**config.mk**
```make
export PLATFORM = sky130hd
export DESIGN_NAME = pipe_hazard_ctrl_flat
export DESIGN_NICKNAME = d
export VERILOG_FILES = /design/src/rtl/pipe_hazard_ctrl_if.sv /design/src/rtl/pipe_hazard_ctrl.sv /design/src/flat_wrapper.sv
export SDC_FILE = /design/constraint.sdc
export NUM_CORES = 1
export LEC_CHECK = 0
export ABC_AREA = 1
export CORE_AREA = 8 8 69 71
export DETAILED_ROUTE_END_ITERATION = 8
export DIE_AREA = 0 0 77 79
export PLACE_DENSITY = 0.78
export SETUP_SLACK_MARGIN = 0.4
export SLEW_MARGIN = 0
export SYNTH_ARGS = -nofsm -noshare
export SYNTH_HDL_FRONTEND = slang
export SYNTH_SLANG_ARGS = --single-unit
```
**constraint.sdc**
```tcl
create_clock -name clk -period 2.05 [get_ports clk]
set_input_delay 0.205 -clock clk [delete_from_list [all_inputs] [get_ports clk]]
set_output_delay 0.205 -clock clk [all_outputs]
set_load 0.02 [all_outputs]
```
**src/rtl/pipe_hazard_ctrl_if.sv**
```systemverilog
// pipe_hazard_ctrl_if
// Bundles the hazard-detection inputs and the pipeline-control outputs of
// pipe_hazard_ctrl.
//   master : pipeline side, drives hazard sources, receives enables/flushes
//   slave  : the controller itself
// Signals:
//   ID_RS/ID_RT/ID_USES_RT        source operands of the ID instruction
//   EX_MEM_READ/EX_RD             load in EX and its destination
//   EX_BRANCH_TAKEN               taken branch/jump resolved in EX
//   MEM_REQ/DM_READY              data-memory access handshake
//   PC_EN..MEM_WB_BUBBLE          per-stage load enables and flush/bubble
//   DM_REQ/DM_ERR                 memory request and sticky timeout error
//   STALL_CNT                     saturating count of cycles with PC_EN=0
interface pipe_hazard_ctrl_if #(
    parameter int CNT_W = 16
);
    logic [4:0]       ID_RS;
    logic [4:0]       ID_RT;
    logic             ID_USES_RT;
    logic             EX_MEM_READ;
    logic [4:0]       EX_RD;
    logic             EX_BRANCH_TAKEN;
    logic             MEM_REQ;
    logic             DM_READY;
    logic             PC_EN;
    logic             IF_ID_EN;
    logic             IF_ID_FLUSH;
    logic             ID_EX_EN;
    logic             ID_EX_FLUSH;
    logic             EX_MEM_EN;
    logic             MEM_WB_BUBBLE;
    logic             DM_REQ;
    logic             DM_ERR;
    logic [CNT_W-1:0] STALL_CNT;

    modport master (
        output ID_RS, ID_RT, ID_USES_RT, EX_MEM_READ, EX_RD,
               EX_BRANCH_TAKEN, MEM_REQ, DM_READY,
        input  PC_EN, IF_ID_EN, IF_ID_FLUSH, ID_EX_EN, ID_EX_FLUSH,
               EX_MEM_EN, MEM_WB_BUBBLE, DM_REQ, DM_ERR, STALL_CNT
    );

    modport slave (
        input  ID_RS, ID_RT, ID_USES_RT, EX_MEM_READ, EX_RD,
               EX_BRANCH_TAKEN, MEM_REQ, DM_READY,
        output PC_EN, IF_ID_EN, IF_ID_FLUSH, ID_EX_EN, ID_EX_FLUSH,
               EX_MEM_EN, MEM_WB_BUBBLE, DM_REQ, DM_ERR, STALL_CNT
    );
endinterface

```
**src/rtl/pipe_hazard_ctrl.sv**
```systemverilog
// pipe_hazard_ctrl
// Central stall/flush controller for the 5-stage pipeline. Resolves, in
// priority order: data-memory wait (full freeze), taken branch in EX
// (flush IF_ID and ID_EX), and load-use (hold PC/IF_ID, bubble ID_EX).
// A watchdog moves the memory FSM to a permanent ERR state when DM_READY
// does not arrive within TIMEOUT_CYC wait cycles.
// Ports:
//   clk    pipeline clock
//   rst_n  asynchronous active-low reset
//   hz     pipe_hazard_ctrl_if.slave (hazard inputs, stage controls,
//          DM_REQ/DM_ERR, STALL_CNT)
module pipe_hazard_ctrl #(
    parameter int TIMEOUT_CYC = 64,
    parameter int CNT_W       = 16
) (
    input  logic              clk,
    input  logic              rst_n,
    pipe_hazard_ctrl_if.slave hz
);

    localparam logic [1:0] IDLE = 2'd0;
    localparam logic [1:0] WAIT = 2'd1;
    localparam logic [1:0] ERR  = 2'd2;

    localparam int                WCNT_W   = $clog2(TIMEOUT_CYC + 1);
    localparam logic [WCNT_W-1:0] WAIT_MAX = WCNT_W'(TIMEOUT_CYC);

    function automatic logic [CNT_W-1:0] sat_inc(input logic [CNT_W-1:0] v);
        return (&v) ? v : v + CNT_W'(1);
    endfunction

    logic [1:0]        state, state_nxt;
    logic [WCNT_W-1:0] wait_cnt, wait_cnt_nxt;
    logic [CNT_W-1:0]  stall_cnt;
    logic              mem_stall;
    logic              dm_req;
    logic              load_use;
    logic              pc_en, if_id_en, if_id_flush;
    logic              id_ex_en, id_ex_flush, ex_mem_en, mem_wb_bubble;

    // Memory handshake FSM. DM_READY is only looked at in WAIT, so the
    // minimum memory latency is one cycle after the request appears.
    always_comb begin
        state_nxt    = state;
        wait_cnt_nxt = wait_cnt;
        mem_stall    = 1'b0;
        dm_req       = 1'b0;
        case (state)
            IDLE: begin
                if (hz.MEM_REQ) begin
                    dm_req       = 1'b1;
                    mem_stall    = 1'b1;
                    state_nxt    = WAIT;
                    wait_cnt_nxt = WCNT_W'(1);
                end
            end
            WAIT: begin
                dm_req = 1'b1;
                if (hz.DM_READY) begin
                    // release: the pipeline advances on this very edge
                    state_nxt = IDLE;
                end else begin
                    mem_stall = 1'b1;
                    if (wait_cnt >= WAIT_MAX) begin
                        state_nxt = ERR;
                    end else begin
                        wait_cnt_nxt = wait_cnt + WCNT_W'(1);
                    end
                end
            end
            ERR: begin
                mem_stall = 1'b1;
            end
            default: begin
                state_nxt = IDLE;
            end
        endcase
    end

    assign load_use = hz.EX_MEM_READ && (hz.EX_RD != 5'd0) &&
                      ((hz.EX_RD == hz.ID_RS) ||
                       (hz.ID_USES_RT && (hz.EX_RD == hz.ID_RT)));

    // A memory freeze holds any pending branch/load-use in place; they are
    // re-evaluated once the freeze lifts. A taken branch wins over load-use
    // because the ID instruction is on the wrong path.
    always_comb begin
        pc_en         = 1'b1;
        if_id_en      = 1'b1;
        if_id_flush   = 1'b0;
        id_ex_en      = 1'b1;
        id_ex_flush   = 1'b0;
        ex_mem_en     = 1'b1;
        mem_wb_bubble = 1'b0;
        if (mem_stall) begin
            pc_en         = 1'b0;
            if_id_en      = 1'b0;
            id_ex_en      = 1'b0;
            ex_mem_en     = 1'b0;
            mem_wb_bubble = 1'b1;
        end else if (hz.EX_BRANCH_TAKEN) begin
            if_id_flush = 1'b1;
            id_ex_flush = 1'b1;
        end else if (load_use) begin
            pc_en       = 1'b0;
            if_id_en    = 1'b0;
            id_ex_flush = 1'b1;
        end
    end

    always_ff @(posedge clk or negedge rst_n) begin
        if (!rst_n) begin
            state     <= IDLE;
            wait_cnt  <= '0;
            stall_cnt <= '0;
        end else begin
            state    <= state_nxt;
            wait_cnt <= wait_cnt_nxt;
            if (!pc_en) begin
                stall_cnt <= sat_inc(stall_cnt);
            end
        end
    end

    // Controls are forced low while reset is asserted, so an access in
    // flight is abandoned without waiting for a clock edge.
    assign hz.PC_EN         = rst_n & pc_en;
    assign hz.IF_ID_EN      = rst_n & if_id_en;
    assign hz.IF_ID_FLUSH   = rst_n & if_id_flush;
    assign hz.ID_EX_EN      = rst_n & id_ex_en;
    assign hz.ID_EX_FLUSH   = rst_n & id_ex_flush;
    assign hz.EX_MEM_EN     = rst_n & ex_mem_en;
    assign hz.MEM_WB_BUBBLE = rst_n & mem_wb_bubble;
    assign hz.DM_REQ        = rst_n & dm_req;
    // ERR is only left through reset, which makes the error sticky
    assign hz.DM_ERR        = (state == ERR);
    assign hz.STALL_CNT     = stall_cnt;

endmodule

```
**src/flat_wrapper.sv**
```systemverilog
// flat-port wrapper written by rule: the top's interface ports become plain ports
module pipe_hazard_ctrl_flat 
#(
    parameter int TIMEOUT_CYC = 64,
    parameter int CNT_W       = 16
)
  (clk, rst_n, hz_ID_RS, hz_ID_RT, hz_ID_USES_RT, hz_EX_MEM_READ, hz_EX_RD, hz_EX_BRANCH_TAKEN, hz_MEM_REQ, hz_DM_READY, hz_PC_EN, hz_IF_ID_EN, hz_IF_ID_FLUSH, hz_ID_EX_EN, hz_ID_EX_FLUSH, hz_EX_MEM_EN, hz_MEM_WB_BUBBLE, hz_DM_REQ, hz_DM_ERR, hz_STALL_CNT);
  pipe_hazard_ctrl_if #(.CNT_W(CNT_W)) hz_i ();
  input  logic clk;
  input  logic rst_n;
  input wire logic [$bits(hz_i.ID_RS)-1:0] hz_ID_RS;
  input wire logic [$bits(hz_i.ID_RT)-1:0] hz_ID_RT;
  input wire logic [$bits(hz_i.ID_USES_RT)-1:0] hz_ID_USES_RT;
  input wire logic [$bits(hz_i.EX_MEM_READ)-1:0] hz_EX_MEM_READ;
  input wire logic [$bits(hz_i.EX_RD)-1:0] hz_EX_RD;
  input wire logic [$bits(hz_i.EX_BRANCH_TAKEN)-1:0] hz_EX_BRANCH_TAKEN;
  input wire logic [$bits(hz_i.MEM_REQ)-1:0] hz_MEM_REQ;
  input wire logic [$bits(hz_i.DM_READY)-1:0] hz_DM_READY;
  output wire logic [$bits(hz_i.PC_EN)-1:0] hz_PC_EN;
  output wire logic [$bits(hz_i.IF_ID_EN)-1:0] hz_IF_ID_EN;
  output wire logic [$bits(hz_i.IF_ID_FLUSH)-1:0] hz_IF_ID_FLUSH;
  output wire logic [$bits(hz_i.ID_EX_EN)-1:0] hz_ID_EX_EN;
  output wire logic [$bits(hz_i.ID_EX_FLUSH)-1:0] hz_ID_EX_FLUSH;
  output wire logic [$bits(hz_i.EX_MEM_EN)-1:0] hz_EX_MEM_EN;
  output wire logic [$bits(hz_i.MEM_WB_BUBBLE)-1:0] hz_MEM_WB_BUBBLE;
  output wire logic [$bits(hz_i.DM_REQ)-1:0] hz_DM_REQ;
  output wire logic [$bits(hz_i.DM_ERR)-1:0] hz_DM_ERR;
  output wire logic [$bits(hz_i.STALL_CNT)-1:0] hz_STALL_CNT;
  assign hz_i.ID_RS = hz_ID_RS;
  assign hz_i.ID_RT = hz_ID_RT;
  assign hz_i.ID_USES_RT = hz_ID_USES_RT;
  assign hz_i.EX_MEM_READ = hz_EX_MEM_READ;
  assign hz_i.EX_RD = hz_EX_RD;
  assign hz_i.EX_BRANCH_TAKEN = hz_EX_BRANCH_TAKEN;
  assign hz_i.MEM_REQ = hz_MEM_REQ;
  assign hz_i.DM_READY = hz_DM_READY;
  assign hz_PC_EN = hz_i.PC_EN;
  assign hz_IF_ID_EN = hz_i.IF_ID_EN;
  assign hz_IF_ID_FLUSH = hz_i.IF_ID_FLUSH;
  assign hz_ID_EX_EN = hz_i.ID_EX_EN;
  assign hz_ID_EX_FLUSH = hz_i.ID_EX_FLUSH;
  assign hz_EX_MEM_EN = hz_i.EX_MEM_EN;
  assign hz_MEM_WB_BUBBLE = hz_i.MEM_WB_BUBBLE;
  assign hz_DM_REQ = hz_i.DM_REQ;
  assign hz_DM_ERR = hz_i.DM_ERR;
  assign hz_STALL_CNT = hz_i.STALL_CNT;
  pipe_hazard_ctrl #(.TIMEOUT_CYC(TIMEOUT_CYC), .CNT_W(CNT_W)) u_core (.clk(clk), .rst_n(rst_n), .hz(hz_i));
endmodule
```
# Word-level counts from Yosys, hierarchy flattened
# Index checks and enable logic that the tools add are counted.
# word_totals
out_inout_bits	25
ff_bits	25
in_bits	22
elab_cells	56
# op_classes
order_cmp	1
n_eq_ne	8
n_bitwise	9
muxes	22
n_reduce_logical	11
addsub	2
# op_table
cell	n
two-way mux 7 bit	3
adder 16 x 1 -> 16 bit, second input constant	1
AND reduction 16 bit	1
one-hot mux 7 bit (2 select lines)	1
two-way mux 1 bit	12
equality test 5 bit	2
adder 7 x 1 -> 7 bit, second input constant	1
>= comparator 7 bit, second input constant	1
AND 1 bit	6
two-way mux 2 bit	3
!= test 2 bit, second input constant	3
one-hot mux 2 bit (3 select lines)	1
nonzero test 5 bit	1
AND reduction 4 bit	1
logical AND 1 bit	3
!= test 3 x 2 -> 1 bit, second input constant	1
NOT 1 bit	3
one-hot mux 1 bit (3 select lines)	1
AND reduction 3 bit	1
equality test 2 x 1 -> 1 bit, second input constant	1
equality test 2 bit, second input constant	1
zero test 2 bit	1
one-hot mux 1 bit (2 select lines)	1
AND reduction 2 bit	1
2 further kinds	2

# Logic depth before layout (Yosys ltp)
# Gate-level depths: netlist of the first run.
# depth
depth_word	9
mapped_depth	12
mapped_depth_nobuf	11

# Least setup slack after synthesis of the first run
# No wires, ideal clock.
# synth_timing
path_type	flip-flop to output port
startpoint	register u_core.state[1]
endpoint	output hz_PC_EN
n_path_buf	1
arrival_time_ps	1574
t_required_ps	1845
path_slack_ps	271
path_stages_with_launch	9
path_cell_list	dfrtp_1 inv_2 nor2_1 nor3_2 nand2_1 inv_1 nand2_1 inv_1 buf_4
# synth_via
elab_chain_cells	4
word_cells_on_any_way	6
classes_between	eq/ne: 2; mux: 2; bitwise: 1; reduce/logical: 1
# synth_lines
item	line_no	source
from (decl)	pipe_hazard_ctrl.sv:32	logic [1:0] state, state_nxt;
from (signal assigned)	pipe_hazard_ctrl.sv:117	state <= state_nxt;
equality test 2 bit	--	
net hz_DM_ERR	flat_wrapper.sv:27	output wire logic [$bits(hz_i.DM_ERR)-1:0] hz_DM_ERR;
one-hot mux 1 bit (3 select lines)	pipe_hazard_ctrl.sv:48	case (state)
two-way mux 1 bit	pipe_hazard_ctrl.sv:95	if (mem_stall) begin
AND 1 bit	pipe_hazard_ctrl.sv:127	assign hz.PC_EN = rst_n & pc_en;
to (decl)	flat_wrapper.sv:19	output wire logic [$bits(hz_i.PC_EN)-1:0] hz_PC_EN;
# The timed path passes the listed nets, and every way through them passes these cells.

# Worst setup path in the final report of the first run
# layout_timing
startpoint	register u_core.state[0]
endpoint	output hz_PC_EN
# layout_via
elab_chain_cells	4
word_cells_on_any_way	6
classes_between	eq/ne: 2; mux: 2; bitwise: 1; reduce/logical: 1
# layout_lines
item	line_no
equality test 2 bit (tied with other cells)	pipe_hazard_ctrl.sv:48
one-hot mux 1 bit (3 select lines) (*)	pipe_hazard_ctrl.sv:48
two-way mux 1 bit (*)	pipe_hazard_ctrl.sv:95
AND 1 bit (*)	pipe_hazard_ctrl.sv:127
# Mark *: on every way between the ends. The rest lies on a longest branch, timed or not.

==> results of run 1 <==
[critical path, stage by stage, from the launching register on]
cell,delay (ns)
dfrtp_2,0.41
buf_6,0.11
nor2_4,0.03
nor3_4,0.19
nand2_2,0.10
inv_2,0.08
nand2_2,0.05
inv_2,0.05
buf_6,0.08
buf_6,0.10
[power by group through the flow]
stage / registers, mW / clock network [mW] / logic, mW
after floorplan: 0.503 / 0 / 0.0310
after global placement: 0.502 / 0 / 0.0961
after detailed placement: 0.502 / 0 / 0.0972
after CTS: 0.493 / 0.301 / 0.0904
after global routing: 0.493 / 0.325 / 0.102
final: 0.493 / 0.300 / 0.0919
[routing by layer]
| layer | up-vias | global-route usage | wire [microns] |
|---|---|---|---|
| met3 | 7 | 0.0282 | 415 |
| met4 | 0 | 0.0642 | 102 |
| li1 | 922 | - | - |
| met2 | 78 | 0.282 | 2530 |
| met5 | - | 0 | 0 |
| met1 | 852 | 0.191 | 2120 |
[kinds of logic after synthesis]
family                     after synthesis
AOI/OAI and AO/OA                        9
adders and majority gates                2
buffers and inverters                   39
and+or+nand+nor                        155
xor gates and xnor gates                14
DFF                                     25
[worst min path at each step]
| stage | slack (ns) | startpoint | cells after the start | endpoint |
|---|---|---|---|---|
| floorplan | -0.09 | rst_n | 0 | u_core.hz.STALL_CNT[0] |
| global route | 0.30 | rst_n | 2 | u_core.state[0] |
| global placement | 0.47 | u_core.wait_cnt[6] | 2 | u_core.state[1] |
| finish | 0.28 | rst_n | 2 | u_core.state[0] |
| CTS | 0.28 | rst_n | 2 | u_core.state[1] |
| detailed placement | 0.47 | u_core.wait_cnt[6] | 2 | u_core.state[1] |
[final cells by class]
type | count | area (sq um) | share of cell area
multi-input combinational | 183 | 1070 | 0.413
timing repair buffer | 72 | 651 | 0.251
sequential | 25 | 634 | 0.245
inverter | 34 | 128 | 0.0493
tap | 50 | 62.6 | 0.0241
clock buffer | 4 | 45.0 | 0.0174
[through the flow]
step	std cells	area, sq um	power, mW
finish	368	2590	0.884
global route	368	2590	0.919
CTS	355	2400	0.884
detailed placement	342	2260	0.600
global placement	342	2260	0.599
floorplan	244	1720	0.534
[placed cells by master (no fill, tap or decap), types with 8 or more instances in the layout]
master / count
nand2_1: 72
nand2_2: 10
clkdlybuf4s50_1: 23
dfrtp_1: 18
dlygate4sd2_1: 12
nand3_1: 26
buf_6: 8
buf_4: 21
xor2_1: 8
inv_1: 25
inv_2: 9
nor2_1: 17
[state kept, by name (all words and copies together), names as in the netlist]
register	flops
u_core.wait_cnt	7
u_core.hz.STALL_CNT	16
u_core.state	2
[timing repair]
item,4_1_cts,5_1_grt
gates cloned,3,0
pin swaps,13,13
setup buffers,6,13
setup endpoints to repair,24,29
resized for setup,55,34
hold buffers,0,0
==> impl_metrics.toml, run 1 <==
[synthesis]
synth-seq-area-share = 0.365
yosys.area_share.adder = 0.0146
synthSimpleGateAreaFrac = 0.422
synthesis.area_sq_um = 1710
synthTopCellsByCount = "82 x nand2_1, 28 x inv_1, 27 x nand3_1, 25 x dfrtp_1, 19 x nor2_1"
synth_edf_count = 0
synth.mux.area_fraction = 0
synth_top_family_by_area = "simple AND/OR/NAND/NOR gates"
yosysTopAreaCell = "dfrtp_1"
synth_xor_area_frac = 0.0716
ys.flop_type = "dfrtp_1"
synth_top_area_frac = 0.365
synthCells = 244
yosysMostFrequentCell = "nand2_1"
synth_compound_area_frac = 0.0307
ys_seq_elements = 25
synthTopCellsByArea = "dfrtp_1 37%, nand2_1 18%, nand3_1 7.9%"
ys_types = 27
ys_warn_count = 0
async_flop_share = 1.00
syn_nets = 268
avgSynthCellArea_sq_um = 7.01

[die]
rows = 23
io_pins = 47
start_util = 0.451
dieWidth_microns = 77
core-area_sq_um = 3800
die_y_microns = 79
dieArea_sq_um = 6080

[setup_path]
r2r-end = "u_core.hz.STALL_CNT[2]"
crit_fanout = 4
reg2reg_depth = 9
cp-endpoint = "hz_PC_EN"
reg2reg_slack_ns = 0.42
startpoint_type = "flop"
r2r-start = "u_core.hz.STALL_CNT[0]"
startpoint = "u_core.state[0]"
worstPathArrival_ns = 1.49
end_kind = "output port"
worstPathRequired_ns = 1.85
worstSetupPathType = "reg -> out"

[power_and_ir_drop]
power_density_nw_per_um2 = 341
switching_share = 0.235
p_comb_frac = 0.104
irDropWorstVdd_mv = 0.257
clockPowerShare = 0.339
power_leakage_nw = 1.30
switchingPower_mw = 0.208
p_int_mw = 0.676
p_seq_frac = 0.557

[global_route]
grt_max_degree = 23
grt_pass1_vias = 1779
grt_pass1_wl_microns = 8110
grt_use_total = 0.161
antenna_found_initial = 0
gr-total-overflow = 0

[route]
drt_iter0_drc = 84
first_pass_iters = 4
final_antenna_net_count = 0
vias = 1859
drc = 0
wirelength_microns = 5170
post_drt_wl_per_cell_microns = 14.0
vias_per_cell = 5.05

[sta]
hold_viol = 0
setup-tns-final_ns = 0
finalSetupViolations = 0
slew_viol_final = 0
fin_skew_ns = 0.0145
slew_headroom = 0.775
fmax_mhz = 589
min_period_over_period = 0.828
rsz0062_at_grt = "true"
period_needed_ns = 1.70
whs_ns = 0.276
tightest_slew_ns = 0.335
postLayoutSetupSlackWorst_ns = 0.353

[finish]
diodes = 0
fin_nets = 343
syn2layout_area_growth_pct = 51.4
num-fill-cells = 290
final_layout_size_suffix_gt1_frac = 0.261
finalCoreUtilization = 0.682

[cts]
path_clk_slew_ns = 0.08
cts_buffer_depth = 2
insertion_delay_ns = 0.28
htree_levels = 1
cts_tree = "done"
cts-buffers-inserted = 3
clock-root-buffer = "clkbuf_8"
clock_sinks = 25

[placement]
dpl.hpwl_microns = 3290
port_buffers = 46
gp_congestion = 0.870
dp_slack_ns = -0.130

[min_path]
min_path_type = "in -> async"

[run]
maxCapViolations = 0

[status]
outcome = "complete, no violations"
(Power assumes the default switching activity.)
==> run 2: changes to the inputs <==
--- a/config.mk
+++ b/config.mk
@@ -6,10 +6,10 @@
 export NUM_CORES = 1
 export LEC_CHECK = 0
 export ABC_AREA = 1
-export CORE_AREA = 8 8 69 71
+export CORE_AREA = 8 8 73 75
 export DETAILED_ROUTE_END_ITERATION = 8
-export DIE_AREA = 0 0 77 79
-export PLACE_DENSITY = 0.78
+export DIE_AREA = 0 0 81 83
+export PLACE_DENSITY = 0.73
 export SETUP_SLACK_MARGIN = 0.4
 export SLEW_MARGIN = 0
 export SYNTH_ARGS = -nofsm -noshare
==> constraint.sdc (replaced) <==
create_clock -name clk -period 1.5 [get_ports clk]
set_input_delay 0.15 -clock clk [delete_from_list [all_inputs] [get_ports clk]]
set_output_delay 0.15 -clock clk [all_outputs]
set_load 0.02 [all_outputs]
==> run 2 against run 1 <==
  * The run now ends with negative setup slack left
  * Worst hold slack improved by 0.084 ns
  * Register-to-register slack got worse by 0.60 ns
  * Wire length increased by 1.8%
  * Via count rose by 4.5%
  * Sequential power rose by 37%
  * Cell count increased by 7.1%
  * Utilization grew 3.6 points
  * Sequential share of layout area down 3.4 points
==> impl_metrics.toml, run 2 (synthesis results as in run 1) <==
[sta]
finalSetupViolations = 26
slew_headroom = 0.742
whs_ns = 0.360
fin_skew_ns = 0.00422
slew_viol_final = 0
rsz0062_at_grt = "true"
tightest_slew_ns = 0.384
hold_viol = 0
fmax_mhz = 594
period_needed_ns = 1.68
postLayoutSetupSlackWorst_ns = -0.184
min_period_over_period = 1.12

[setup_path]
reg2reg_depth = 12
worstSetupPathType = "reg -> reg"
r2r-start = "u_core.state[1]"
startpoint_type = "flop"
worstPathRequired_ns = 1.67
reg2reg_slack_ns = -0.18
r2r-end = "u_core.hz.STALL_CNT[12]"
worstPathArrival_ns = 1.86
end_kind = "flop"
crit_fanout = 6

[route]
first_pass_iters = 4
vias_per_cell = 4.93
drt_iter0_drc = 111
final_antenna_net_count = 0
post_drt_wl_per_cell_microns = 13.4
vias = 1943
wirelength_microns = 5260
drc = 0

[placement]
dpl.hpwl_microns = 3650
dpl_cell_area_sq_um = 2540
gp_congestion = 0.913
dp.cells = 368
port_buffers = 46

[global_route]
grt_busiest_layer = "met2"
grt_pass1_wl_microns = 8340
antenna_found_initial = 0
gr-total-overflow = 0
grt_use_total = 0.150
use_met1 = 0.186
grt_max_degree = 14
grt_use_met2 = 0.250
grt_util_met3 = 0.0205
grt_pass1_vias = 1931

[cts]
cts_buffer_depth = 2
cts-buffers-inserted = 3
clock-root-buffer = "clkbuf_8"
holdBufCountCts = 0
cts_tree = "done"
clock_sinks = 25
insertion_delay_ns = 0.28
htree_levels = 1
path_clk_slew_ns = 0.09

[finish]
final_layout_size_suffix_gt1_frac = 0.412
syn2layout_area_growth_pct = 76.5
layout_commonest_cell = "nand2_1"
num-fill-cells = 306
diodes = 0
fin_nets = 367
stdcell_area_sq_um = 3020
mostFrequentLayoutCells = "77 x nand2_1, 44 x buf_6, 28 x buf_4"
largest_reg_flops = 16
layout.cells.non_filler = 394

[die]
rows = 24
core-area_sq_um = 4200
die_y_microns = 83
dieWidth_microns = 81
io_pins = 47
dieArea_sq_um = 6720
start_util = 0.407

[power_and_ir_drop]
irDropWorstVdd_mv = 0.268
p_comb_frac = 0.111
p_int_mw = 0.933
switchingPower_mw = 0.291
switching_share = 0.237
p_seq_frac = 0.550
clockPowerShare = 0.339
power_density_nw_per_um2 = 405
power_leakage_nw = 1.52

[min_path]
min_path_type = "in -> async"

[status]
violations = "negative setup slack"
outcome = "finished with violations"

[run]
maxCapViolations = 0
run 2: cell count changes in the layout (fill, tap and decap cells not counted), sizes merged:
cell,delta
dlygate4sd2,-8
clkdlybuf4s50,-7
clkdlybuf4s15,-1
dlymetal6s2s,-2
nand3,-2
buf,+43
clkbuf,+1
run 2: final cells by class:
cell class                      count  area [sq um]  area share
Sequential cell                    25           637       0.211
Inverter                           34           135      0.0447
Timing Repair Buffer               98           988       0.327
Tap cell                           52          65.1      0.0215
Multi-Input combinational cell    181          1150       0.381
Clock buffer                        4          45.0      0.0149
run 2: worst max-delay path, cell delays in order (launching register included):
cell and delay (ns):
dfrtp_1 0.38, inv_2 0.13, nand2_4 0.08, nor2_4 0.14, nor3_4 0.07, buf_4 0.13, buf_6 0.11, buf_6 0.12
nand2_8 0.12, clkbuf_16 0.16, nand2_1 0.04, nand2_1 0.06, nand2_1 0.04
run 2: layer usage:
| layer | part of all wire | vias to the layer above |
|---|---|---|
| met5 | 0 | - |
| met4 | 0.019 | 0 |
| met3 | 0.049 | 7 |
| met2 | 0.48 | 48 |
| met1 | 0.45 | 918 |
| li1 | - | 970 |
run 2: worst max path at each step:
stage,depth (start not counted),start,end
5_1_grt,12,u_core.state[1],u_core.hz.STALL_CNT[12]
6_report,12,u_core.state[1],u_core.hz.STALL_CNT[12]
3_3_place_gp,10,hz_EX_RD[0],hz_ID_EX_FLUSH
4_1_cts,8,u_core.state[1],hz_MEM_WB_BUBBLE
3_5_place_dp,10,hz_EX_RD[0],hz_ID_EX_FLUSH
2_1_floorplan,9,u_core.hz.STALL_CNT[0],u_core.hz.STALL_CNT[4]
run 2: power groups by stage:
stage / Sequential (mW) / Combinational, mW / Clock (mW)
CTS: 0.673 / 0.135 / 0.425
floorplan: 0.687 / 0.0448 / 0
detailed placement: 0.687 / 0.136 / 0
finish: 0.673 / 0.136 / 0.415
global route: 0.673 / 0.151 / 0.450
global placement: 0.687 / 0.134 / 0
run 2: metrics by stage:
| stage | util | total power, mW | TNS [ns] | worst slack (ns) |
|---|---|---|---|---|
| after CTS | 0.683 | 1.23 | -2.45 | -0.150 |
| after global routing | 0.718 | 1.28 | -5.16 | -0.261 |
| after floorplan | - | 0.732 | -0.289 | -0.0238 |
| final | 0.718 | 1.22 | -3.26 | -0.184 |
| after detailed placement | 0.604 | 0.823 | -10.65 | -0.632 |
| after global placement | 0.604 | 0.821 | -9.82 | -0.602 |
run 2: what timing repair did:
| action | CTS | global route |
|---|---|---|
| resized for setup | 180 | 26 |
| setup buffers | 19 | 1 |
| pin swaps | 7 | 20 |
| setup endpoints to repair | 49 | 47 |
| cloned | 1 | 1 |
